`config.mk`:
```
export PLATFORM = sky130hd
export DESIGN_NAME = alu_issue_stage
export DESIGN_NICKNAME = d
export VERILOG_FILES = /design/src/rtl/alu_issue_stage.sv
export SDC_FILE = /design/constraint.sdc
export NUM_CORES = 1
export LEC_CHECK = 0
export BUFFER_PORTS_ARGS = -buffer_cell sky130_fd_sc_hd__buf_2
export CAP_MARGIN = 20
export CORE_MARGIN = 5
export CORE_UTILIZATION = 60
export DETAILED_ROUTE_END_ITERATION = 16
export PLACE_DENSITY = 0.94
export SLEW_MARGIN = 10
export SYNTH_ARGS = -nofsm -noshare
export SYNTH_HDL_FRONTEND = slang
export SYNTH_SLANG_ARGS = --single-unit
```
`constraint.sdc`:
```
create_clock -name clk -period 21.4 [get_ports clk]
set_input_delay 2.14 -clock clk [delete_from_list [all_inputs] [get_ports clk]]
set_output_delay 2.14 -clock clk [all_outputs]
set_load 0.005 [all_outputs]
```
`src/rtl/alu_issue_stage.sv`:
```
// Issue stage: decodes a SimpleRISC instruction into the one-hot ALU control word and the extended immediate, with operands latched alongside.
// Latency 1 cycle; a 2-entry skid (main + skid) keeps full throughput; in_ready is registered and drops while the skid is occupied.
// ISSUE_NOP_SQUASH_EN: when defined, instructions with an all-zero control word are accepted but never enqueued.
module alu_issue_stage (
    input  logic        clk,
    input  logic        reset,
    input  logic        flush,
    input  logic        in_valid,
    output logic        in_ready,
    input  logic [31:0] inst,
    input  logic [31:0] op1,
    input  logic [31:0] op2,
    output logic        out_valid,
    input  logic        out_ready,
    output logic [12:0] aluSignals,
    output logic        isImmediate,
    output logic [31:0] immx,
    output logic [31:0] A_ALU,
    output logic [31:0] B_ALU
);

    typedef struct packed {
        logic [12:0] alu;
        logic        isimm;
        logic [31:0] immx;
        logic [31:0] a;
        logic [31:0] b;
    } entry_t;

    logic [4:0]  w_opc;
    logic [15:0] w_imm16;
    logic [12:0] w_alu;
    logic        w_isimm;
    logic [31:0] w_immx;
    entry_t      w_new;
    logic        w_acc;
    logic        w_enq;
    logic        w_unused_inst;

    entry_t r_main;
    entry_t r_skid;
    logic   r_main_vld;
    logic   r_skid_vld;
    logic   r_in_ready;

    assign w_opc         = inst[31:27];
    assign w_imm16       = inst[15:0];
    assign w_unused_inst = ^inst[25:18];

    always_comb begin
        w_alu = '0;
        case (w_opc)
            5'b00000, 5'b01110, 5'b01111: w_alu[0]  = 1'b1;
            5'b00001:                     w_alu[1]  = 1'b1;
            5'b00101:                     w_alu[2]  = 1'b1;
            5'b00010:                     w_alu[3]  = 1'b1;
            5'b00011:                     w_alu[4]  = 1'b1;
            5'b00100:                     w_alu[5]  = 1'b1;
            5'b01010:                     w_alu[6]  = 1'b1;
            5'b01011:                     w_alu[7]  = 1'b1;
            5'b01100:                     w_alu[8]  = 1'b1;
            5'b00111:                     w_alu[9]  = 1'b1;
            5'b00110:                     w_alu[10] = 1'b1;
            5'b01000:                     w_alu[11] = 1'b1;
            5'b01001:                     w_alu[12] = 1'b1;
            default:                      w_alu     = '0;
        endcase
    end

    // ld/st always address with an immediate; non-ALU slots never claim one
    always_comb begin
        w_isimm = 1'b0;
        if (w_opc == 5'b01110 || w_opc == 5'b01111)
            w_isimm = 1'b1;
        else if (w_alu != '0)
            w_isimm = inst[26];
    end

    always_comb begin
        case (inst[17:16])
            2'b01:   w_immx = {16'h0000, w_imm16};
            2'b10:   w_immx = {w_imm16, 16'h0000};
            default: w_immx = {{16{w_imm16[15]}}, w_imm16};
        endcase
    end

    assign w_new = '{alu: w_alu, isimm: w_isimm, immx: w_immx, a: op1, b: op2};
    assign w_acc = in_valid && r_in_ready;

`ifdef ISSUE_NOP_SQUASH_EN
    assign w_enq = w_acc && (w_alu != '0);
`else
    assign w_enq = w_acc;
`endif

    // Main only advances when empty or consumed, so outputs hold under back-pressure.
    always_ff @(posedge clk or posedge reset) begin
        if (reset) begin
            r_main     <= '0;
            r_skid     <= '0;
            r_main_vld <= 1'b0;
            r_skid_vld <= 1'b0;
            r_in_ready <= 1'b1;
        end else if (flush) begin
            r_main_vld <= 1'b0;
            r_skid_vld <= 1'b0;
            r_in_ready <= 1'b1;
        end else if (!r_main_vld || out_ready) begin
            if (r_skid_vld) begin
                r_main     <= r_skid;
                r_main_vld <= 1'b1;
                r_skid_vld <= w_enq;
                r_in_ready <= !w_enq;
                if (w_enq)
                    r_skid <= w_new;
            end else begin
                r_main_vld <= w_enq;
                r_in_ready <= 1'b1;
                if (w_enq)
                    r_main <= w_new;
            end
        end else if (w_enq) begin
            r_skid     <= w_new;
            r_skid_vld <= 1'b1;
            r_in_ready <= 1'b0;
        end else begin
            r_in_ready <= !r_skid_vld;
        end
    end

    assign in_ready    = r_in_ready;
    assign out_valid   = r_main_vld;
    assign aluSignals  = r_main.alu;
    assign isImmediate = r_main.isimm;
    assign immx        = r_main.immx;
    assign A_ALU       = r_main.a;
    assign B_ALU       = r_main.b;

endmodule

```
==> results of run 1 <==
[cell families after synthesis]
group           share of synthesized area, %
mux                                    30.94
buf+inv                                4.347
compound gates                         8.706
flops                                  52.69
fa+ha+maj                             0.3307
simple gates                           2.988
[cell usage after synthesis (all sizes together), types with 2 or more instances]
cell     number  share of area (%)
mux2        234                 28
dfrtp       222                 52
o31ai        51                3.6
buf          38                2.6
mux2i        33                3.1
clkbuf       26               0.93
inv          22               0.78
nor2         19               0.67
a21oi        18               0.89
o21ai        18               0.85
o21a         16                1.1
a211oi       15                1.1
nand2        15               0.53
nor3          9               0.53
o41ai         8               0.66
nand2b        4               0.24
and2          3               0.18
nor2b         3               0.18
a2bb2oi       2               0.17
ha            2               0.24
nand3         2              0.094
nand4         2               0.12
or2           2               0.12
[power groups by stage]
stage | clock, W | combinational [W] | sequential (W)
finish | 0.000401 | 0.000235 | 0.000572
global route | 0.000428 | 0.000258 | 0.000584
CTS | 0.000408 | 0.000237 | 0.000572
detailed placement | 0 | 0.000236 | 0.000576
global placement | 0 | 0.000226 | 0.000570
floorplan | 0 | 0.000154 | 0.000567
[layout make-up]
class / instances / area (um2)
Inverter: 23 / 93.84
Sequential cell: 223 / 5585
Clock inverter: 7 / 63.81
Fill cell: 1106 / 4862
Antenna cell: 2 / 5.005
Multi-Input combinational cell: 465 / 4571
Timing Repair Buffer: 215 / 1131
Clock buffer: 35 / 703.2
Tap cell: 225 / 281.5
[worst max-delay path, cell delays in order]
cell and delay, ns:
buf_2 0.11, nor2b_2 0.09, buf_4 0.41, o211a_4 0.65
buf_4 0.74, mux2_2 0.42
[routing by layer]
layer	wire [um]	up-vias	GRT usage, %
li1	-	3159	-
met1	9774	3558	30.43
met2	11740	246	38.72
met3	1838	63	6.698
met4	743	4	8.354
met5	15	-	0
[per-stage QoR]
stage / power (W) / utilization (%) / setup WS [ns] / cells
after floorplan: 0.0007217 / - / 13.16 / 775
after global placement: 0.0007956 / 67.18 / 16.65 / 1149
final: 0.001209 / 71.89 / 17.16 / 1195
after global routing: 0.001270 / 71.88 / 17.06 / 1194
after CTS: 0.001216 / 71.61 / 17.18 / 1191
after detailed placement: 0.0008116 / 67.18 / 16.64 / 1149
[state kept, by name (all words and copies together), names as in the netlist]
register,flops
r_skid,110
A_ALU,32
B_ALU,32
immx,32
aluSignals,13
in_ready,1
isImmediate,1
out_valid,1
r_skid_vld,1
[placed cells by master (no fill, tap or decap), types with 3 or more instances in the layout]
cell type	instances
nand2b_1	4
o21ai_0	18
o31ai_1	51
mux2_2	136
o21a_1	16
mux2_4	83
inv_1	21
mux2_1	15
o41ai_1	8
clkbuf_8	4
buf_4	9
nor2_1	19
clkbuf_16	25
clkbuf_1	6
clkinv_2	5
a211oi_1	15
nor3_1	8
and2_1	3
a21oi_1	17
nand2_1	15
buf_2	204
dfrtp_1	221
mux2i_1	33
[path summary, 6_finish.rpt]
check | from | endpoint | slack [ns] | cells after the start
max | out_ready | r_skid[14] | 17.16 | 6
min | B_ALU[15] | B_ALU[15] | 0.48 | 1
max reg2reg | r_skid_vld | aluSignals[5] | 18.44 | 5
min reg2reg | B_ALU[15] | B_ALU[15] | 0.48 | 1
max in group asynchronous | reset | A_ALU[31] | 18.36 | 4
min in group asynchronous | reset | A_ALU[30] | 1.84 | 2
==> metrics.yaml, run 1 <==
logic_synthesis:
  syn_area_um2: 10590
  ys_warn_count: 0
  ys_seq_elements: 223
  syn-num-nets: 878
  netlist_instances: 775
  synth.avg_cell_area_um2: 13.67
  synth_cell_types: 42
  synth-edff-count: 0
  synth-async-reset-ratio_pct: 100.0
  seq_area_frac_synth_pct: 52.69
  ys.flop_type: "dfrtp_1"
global_routing:
  grt_pass1_wl_um: 39130
  grt_pass1_vias: 7539
  antenna_found_initial: 3
  grt_max_degree: 146
  grt_overflow: 0
  grt_use_total_pct: 23.66
pwr:
  p_int_w: 0.0008966
  p_per_area_nw_per_um2: 97.19
  clockPowerShare_pct: 33.2
  power.share.switching_pct: 25.81
  power_frac_comb_pct: 19.4
  p_leak_nw: 5.859
  seqPwrFrac_pct: 47.4
  peakVddDrop_mv: 0.06802
  switchingPower_w: 0.0003119
clocking:
  ctsResizeCount: 0
  cts.reportedPaths.clkPinSlew_ns: 0.06
  root_buffer: "clkbuf_16"
  cts_buffers: 24
  postCtsSetupBuffers: 0
  cts.sinks: 223
  clockBufferDepth: 3
  hold_buffers: 0
  cts-htree-levels: 1
  cts_tree: "done"
  clk_latency_ns: 0.51
place:
  hpwl_um: 15110
  place_congestion: 0.7912
  portBuffers: 204
  post_dp_cell_area_um2: 11620
timing:
  fin_skew_ns: 0.01054
  worst_pin_slew_ns: 1.018
  relSlewSlack_pct: 32.15
  finalHoldViolCount: 0
  setup_violations: 0
  fin_tns_setup_ns: 0
  drv_slew: 0
  min_period_over_period_pct: 19.83
  fmax_ghz: 0.2356
  rsz0062_at_grt: "false"
  period_minus_slack_ns: 4.244
  holdWs_ns: 0.4839
layout:
  area_growth_pct: 17.39
  final_area_um2: 12430
  nets: 1055
  drive_above_1_share_pct: 49.79
setup_path:
  worst_setup_path_end_kind: "register"
  cp-start-kind: "input pin"
  critical_path_class: "in2reg"
  arrival_ns: 4.62
  cp_max_fo: 45
  worstPathRequired_ns: 21.78
status:
  status: "finished, final reports clean"
die:
  rows: 48
  die_w_um: 142.9
  fp.dieH_um: 142.9
  fp.dieArea_um2: 20410
  initial_core_util_pct: 61.24
  core_area_um2: 17300
  pin_count: 213
drt:
  dr_total_vias: 7030
  routed_wl_um: 24110
  viasPerCell: 5.883
  first_pass_iters: 4
  wl_per_cell_um: 20.18
  ant_nets: 0
  drcViolationCount: 0
  drtIter0Drc: 395
run:
  cap_viol_max_count: 0
worst_hold_path:
  hp-class: "reg2reg"
(Power assumes the default switching activity.)
==> run 2: changes to the inputs <==
Settings changed: CORE_UTILIZATION 60 to 55, PLACE_DENSITY 0.94 to 0.88.
Clock period 21.4 ns to 4.02 ns, I/O delays scaled along.
==> run 2 against run 1 <==
Effect of this change:
- flip-flop and latch count is the same
- first-iteration DRC count shrank 33%
- largest power group unchanged
- sequential share of layout area shrank 0.38 points
- utilization shrank 5.3 points
- critical path type is now reg2reg
- global-route usage shrank 1.5 points
- clock power grew to 5.4 times the previous value
- count of clock-buffer cells in the layout grew 2
- worst setup slack lost 16 ns
- non-clock buffer count grew 4
==> metrics.yaml, run 2 (synthesized netlist as in run 1, its figures left out) <==
status:
  status: "finished, final reports clean"  # unchanged
place:
  portBuffers: 204  # unchanged
  dp_slack_ns: 1.379  # was 16.64 ns
  place_congestion: 0.8141  # was 0.7912
  dp_cells: 1189  # was 1,149
  post_dp_cell_area_um2: 11740  # was 11,620 um2
  hpwl_um: 15530  # was 15,110 um
timing:
  rsz0062_at_grt: "false"  # unchanged
  drv_slew: 0  # unchanged
  setup_ws_ns: 1.413  # was 17.16 ns
  finalHoldViolCount: 0  # unchanged
  relSlewSlack_pct: 44.28  # was 32.15%
  fin_tns_setup_ns: 0  # unchanged
  period_minus_slack_ns: 2.607
  setup_violations: 0  # unchanged
  fin_skew_ns: 0.01572  # was 0.01054 ns
  fmax_ghz: 0.3835
  worst_pin_slew_ns: 0.8321  # was 1.018 ns
  min_period_over_period_pct: 64.86
layout:
  largest_reg_flops: 110  # unchanged
  seq_area_um2: 5585  # unchanged
  area_growth_pct: 18.39  # was 17.39%
  nets: 1059  # was 1,055
  final_common_cell: "dfrtp_1"  # unchanged
  stdcell_count: 1236  # was 1,195
  regMostFlops: "r_skid"  # unchanged
  finalCoreUtilization_pct: 66.60  # was 71.89%
  multi_input_area_um2: 4571  # unchanged
  final_cell_mix: "dfrtp_1 (221), buf_2 (204), mux2_2 (136), mux2_4 (83), o31ai_1 (51)"  # unchanged
  fillers: 1304  # was 1,106
  final_area_um2: 12540  # was 12,430 um2
  drive_above_1_share_pct: 49.95  # was 49.79%
die:
  pin_count: 213  # unchanged
  fp.dieArea_um2: 22140  # was 20,410 um2
  fp.dieH_um: 148.8  # was 142.9 um
  core_area_um2: 18830  # was 17,300 um2
  die_w_um: 148.8  # was 142.9 um
  rows: 50  # was 48
  initial_core_util_pct: 56.25  # was 61.24%
global_routing:
  grt_pass1_wl_um: 40270  # was 39,130 um
  grt_max_degree: 125  # was 146
  met2_usage_pct: 37.83  # was 38.72%
  antenna_found_initial: 3  # unchanged
  busiest_layer: "met2"  # unchanged
  grt_use_met3_pct: 5.804  # was 6.698%
  grt_overflow: 0  # unchanged
  grt_use_total_pct: 22.19  # was 23.66%
  met1_usage_pct: 28.41  # was 30.43%
  grt_pass1_vias: 7720  # was 7,539
setup_path:
  cp_max_fo: 57  # was 45
  cp-start-kind: "register"  # was input pin
  worst_setup_path_end_kind: "register"  # unchanged
  critical_path_class: "reg2reg"  # was in2reg
  arrival_ns: 3.00  # was 4.62 ns
  worstPathRequired_ns: 4.41  # was 21.78 ns
pwr:
  peakVddDrop_mv: 0.4077  # was 0.06802 mV
  p_per_area_nw_per_um2: 516.9  # was 97.19 nW/um2
  p_leak_nw: 5.876  # was 5.859 nW
drt:
  routed_wl_um: 24390  # was 24,110 um
  wl_per_cell_um: 19.73  # was 20.18 um
  drtIter0Drc: 266  # was 395
  viasPerCell: 5.626  # was 5.883
  drcViolationCount: 0  # unchanged
  first_pass_iters: 4  # unchanged
  dr_total_vias: 6954  # was 7,030
  ant_nets: 0  # unchanged
clocking:
  ctsResizeCount: 0  # unchanged
  cts_buffers: 24  # unchanged
  clk_latency_ns: 0.52  # was 0.51 ns
  cts.sinks: 223  # unchanged
  clockBufferDepth: 3  # unchanged
  root_buffer: "clkbuf_16"  # unchanged
  cts_tree: "done"  # unchanged
  cts-htree-levels: 1  # unchanged
  postCtsSetupBuffers: 0  # unchanged
  cts.reportedPaths.clkPinSlew_ns: 0.06  # about the same
worst_hold_path:
  hp-class: "in2reg"  # was reg2reg
run:
  cap_viol_max_count: 0  # unchanged
[run 2: cell count changes in the layout (fill, tap and decap cells not counted), moves of 2 or more]
| cell | delta |
|---|---|
| clkinv_2 | -2 |
| buf_12 | +3 |
| buf_4 | +2 |
| clkinvlp_4 | +2 |
| clkbuf_8 | +3 |
[run 2: final cells by class]
type	instances	share of cell area, %
diodes	3	0.05986
clock buffers	37	5.737
clock inverters	6	0.5487
inverters	23	0.7183
multi-input cells	465	36.45
flip-flops and latches	223	44.54
well taps	260	2.594
repair buffers	219	9.358
[run 2: stage by stage]
| step | hold slack, ns | total power [W] |
|---|---|---|
| 2_1_floorplan | 0.4750 | 0.003843 |
| 3_3_place_gp | 0.4610 | 0.004247 |
| 3_5_place_dp | 0.4638 | 0.004328 |
| 4_1_cts | 0.1104 | 0.006547 |
| 5_1_grt | 0.1179 | 0.006821 |
| 6_report | 0.1297 | 0.006483 |
[run 2: worst paths after layout]
kind	from	endpoint	slack, ns	cells after the start
max	r_skid_vld	r_skid[45]	1.41	3
min reg2reg	B_ALU[0]	B_ALU[0]	0.48	1
max reg2reg	r_skid_vld	r_skid[45]	1.41	3
max in group asynchronous	reset	r_skid[44]	2.51	4
min	op2[10]	r_skid[10]	0.13	2
min in group asynchronous	reset	r_skid[0]	0.47	3
[run 2: report_power, final]
group,switching [W],internal [W],leakage (nW)
Sequential,0.000289,0.00276,2.76
Combinational,0.000512,0.000742,2.73
Clock,0.000886,0.00130,0.386
[run 2: layer usage]
layer / vias up / part of all wire [%]
met4: 2 / 2.8
met1: 3537 / 42
met2: 189 / 49
met3: 46 / 6.1
li1: 3180 / -
met5: - / 0.029
[run 2: critical path: stages, from the launching register on]
cell	delay, ns
dfrtp_4	0.95
o211a_4	0.76
buf_12	0.37
mux2_4	0.34
[run 2: what timing repair did]
action	4_1_cts	5_1_grt
setup endpoints to repair	0	0
endpoints found under the hold margin	16	0
hold buffers	1	0
==> run 3: changes to the inputs <==
Clock period 4.02 ns to 2.65 ns, I/O delays scaled along.
==> run 3 against run 2 <==
Effect of this change:
- sequential share of layout area decreased by 1.1 points
- cell area increased by 2.5%
- register-to-register slack got worse by 0.84 ns
- total power increased by 50%
- flip-flop and latch count unchanged
- via count increased by 3.6%
- critical endpoint is now r_skid[13]
- final cell count increased by 2.4%
- count of clock-buffer cells in the layout decreased by 3
- non-clock buffer count increased by 36
- critical path type unchanged
- hold slack got worse by 0.11 ns
==> metrics.yaml, run 3 (synthesized netlist as in run 1, its figures left out) <==
global_routing:
  antenna_found_initial: 3  # unchanged
  grt_use_total_pct: 22.74  # was 22.19%
  grt_overflow: 0  # unchanged
  grt_pass1_vias: 7826  # was 7,720
  grt_max_degree: 79  # was 125
  grt_pass1_wl_um: 41160  # was 40,270 um
timing:
  fin_tns_setup_ns: 0  # unchanged
  worst_pin_slew_ns: 0.7139  # was 0.8321 ns
  period_minus_slack_ns: 2.074  # was 2.607 ns
  setup_ws_ns: 0.5764  # was 1.413 ns
  rsz0062_at_grt: "false"  # unchanged
  relSlewSlack_pct: 52.31  # was 44.28%
  fmax_ghz: 0.4822  # was 0.3835 GHz
  fin_skew_ns: 0.01075  # was 0.01572 ns
  min_period_over_period_pct: 78.25  # was 64.86%
  setup_violations: 0  # unchanged
  finalHoldViolCount: 0  # unchanged
  drv_slew: 0  # unchanged
pwr:
  switchingPower_w: 0.002530  # was 0.001687 W
  power_frac_comb_pct: 20.3  # was 19.3%
  peakVddDrop_mv: 0.4785  # was 0.4077 mV
  p_per_area_nw_per_um2: 756.9  # was 516.9 nW/um2
  clockPowerShare_pct: 32.1  # was 33.6%
  seqPwrFrac_pct: 47.6  # was 47.0%
  p_leak_nw: 6.008  # was 5.876 nW
  p_int_w: 0.007200  # was 0.004796 W
  power.share.switching_pct: 26.01  # was 26.02%
drt:
  routed_wl_um: 25440  # was 24,390 um
  drtIter0Drc: 329  # was 266
  drcViolationCount: 0  # unchanged
  wl_per_cell_um: 20.09  # was 19.73 um
  dr_total_vias: 7204  # was 6,954
  viasPerCell: 5.690  # was 5.626
  first_pass_iters: 4  # unchanged
  ant_nets: 0  # unchanged
die:
  rows: 50  # unchanged
  fp.dieH_um: 148.8  # unchanged
  die_w_um: 148.8  # unchanged
  initial_core_util_pct: 56.25  # unchanged
  pin_count: 213  # unchanged
  core_area_um2: 18830  # unchanged
  fp.dieArea_um2: 22140  # unchanged
layout:
  largest_reg_flops: 110  # unchanged
  nets: 1094  # was 1,059
  final_cell_mix: "dfrtp_1 (221), buf_2 (204), mux2_2 (136), mux2_4 (83), o31ai_1 (51)"  # unchanged
  seq_area_um2: 5585  # unchanged
  regMostFlops: "r_skid"  # unchanged
  fillers: 1281  # was 1,304
  drive_above_1_share_pct: 48.41  # was 49.95%
  multi_input_area_um2: 4571  # unchanged
  final_common_cell: "dfrtp_1"  # unchanged
  final_area_um2: 12850  # was 12,540 um2
  area_growth_pct: 21.36  # was 18.39%
clocking:
  cts_buffers: 23  # was 24
  hold_buffers: 29  # was 1
  cts_tree: "done"  # unchanged
  cts.reportedPaths.clkPinSlew_ns: 0.06  # about the same
  cts.sinks: 223  # unchanged
  ctsResizeCount: 0  # unchanged
  clockBufferDepth: 3  # unchanged
  postCtsSetupBuffers: 0  # unchanged
  root_buffer: "clkbuf_16"  # unchanged
  cts-htree-levels: 1  # unchanged
  clk_latency_ns: 0.50  # was 0.52 ns
worst_hold_path:
  hold_depth: 2  # unchanged
  hp-start: "op2[5]"  # was op2[10]
  hp-class: "in2reg"  # unchanged
  worstHoldEndpoint: "r_skid[5]"  # was r_skid[10]
setup_path:
  cp_max_fo: 74  # was 57
  worst_setup_path_end_kind: "register"  # unchanged
  reg2reg_setup_slack_ns: 0.58  # was 1.41 ns
  worstPathRequired_ns: 3.02  # was 4.41 ns
  critical_path_class: "reg2reg"  # unchanged
  cp-start-kind: "register"  # unchanged
  crit_path_max_incr_delay_ns: 0.57  # was 0.95 ns
  crit_chain: "and2_1, o211a_4, buf_12, mux2_2"  # was o211a_4, buf_12, mux2_4
  critPathSlowestCell: "dfstp_2"  # was dfrtp_4
  arrival_ns: 2.45  # was 3.00 ns
  r2r_end: "r_skid[13]"  # was r_skid[45]
  reg2regPathDepth: 4  # was 3
  rr_startpoint: "in_ready"  # was r_skid_vld
place:
  place_congestion: 0.7964  # was 0.8141
  dp_slack_ns: 0.4204  # was 1.379 ns
  hpwl_um: 16030  # was 15,530 um
  post_dp_cell_area_um2: 11840  # was 11,740 um2
  portBuffers: 204  # unchanged
run:
  cap_viol_max_count: 0  # unchanged
status:
  status: "finished, final reports clean"  # unchanged
-- run 3: cell types whose count changed in the layout (fill, tap and decap cells not counted), sizes merged --
| cell | before | now |
|---|---|---|
| diode | 3 | 2 |
| buf | 218 | 226 |
| dlygate4sd3 | 1 | 29 |
| clkinvlp | 2 | 1 |
| bufinv | 1 | 2 |
| clkbuf | 37 | 34 |
| clkinv | 5 | 3 |
-- run 3: cell type report --
cell class	count	share of cell area [%]
clock buffers	34	4.954
well taps	260	2.531
inverters	23	0.7008
multi-input cells	465	35.56
diodes	2	0.03893
clock inverters	4	0.5451
repair buffers	255	12.23
flip-flops and latches	223	43.45
-- run 3: metal layers --
metal	up-vias	part of all wire, %	global-route usage (%)
li1	3241	-	-
met5	-	0.051	0
met2	226	50	38.85
met3	57	6.1	5.591
met1	3678	40	28.57
met4	2	3.5	7.506
-- run 3: power groups by stage --
stage                     clock [W]  combinational (W)  sequential, W
after CTS                   0.00319            0.00199        0.00461
after detailed placement          0            0.00194        0.00465
after global placement            0            0.00186        0.00460
after floorplan                   0            0.00125        0.00458
after global routing        0.00334            0.00216        0.00471
final                       0.00312            0.00198        0.00463
-- run 3: metrics by stage --
stage | utilization [%] | instances | hold slack (ns) | total power, W
floorplan | - | 775 | 0.4130 | 0.005829
global placement | 62.86 | 1196 | 0.4013 | 0.006457
detailed placement | 62.86 | 1196 | 0.4107 | 0.006591
CTS | 68.16 | 1263 | 0.0000001665 | 0.009794
global route | 68.27 | 1266 | 0.001581 | 0.01022
finish | 68.27 | 1266 | 0.02304 | 0.009730
-- run 3: worst max-delay path by stage --
stage                       to  cells past startpoint  slack (ns)      from
floorplan             A_ALU[0]                      1       -0.52     reset
global placement      immx[18]                      6        0.52  inst[16]
detailed placement    immx[29]                      6        0.42  inst[16]
CTS                 r_skid[20]                      4        0.63  in_ready
global route        r_skid[16]                      4        0.57  in_ready
finish              r_skid[13]                      4        0.58  in_ready
-- run 3: worst max-delay path: cells and delay by family, from the launching register on --
kind | cells | cell delay, ns
muxes | 1 | 0.41
DFF | 1 | 0.57
and+or+nand+nor | 1 | 0.21
buffers and inverters | 1 | 0.38
AOI/OAI and AO/OA | 1 | 0.22
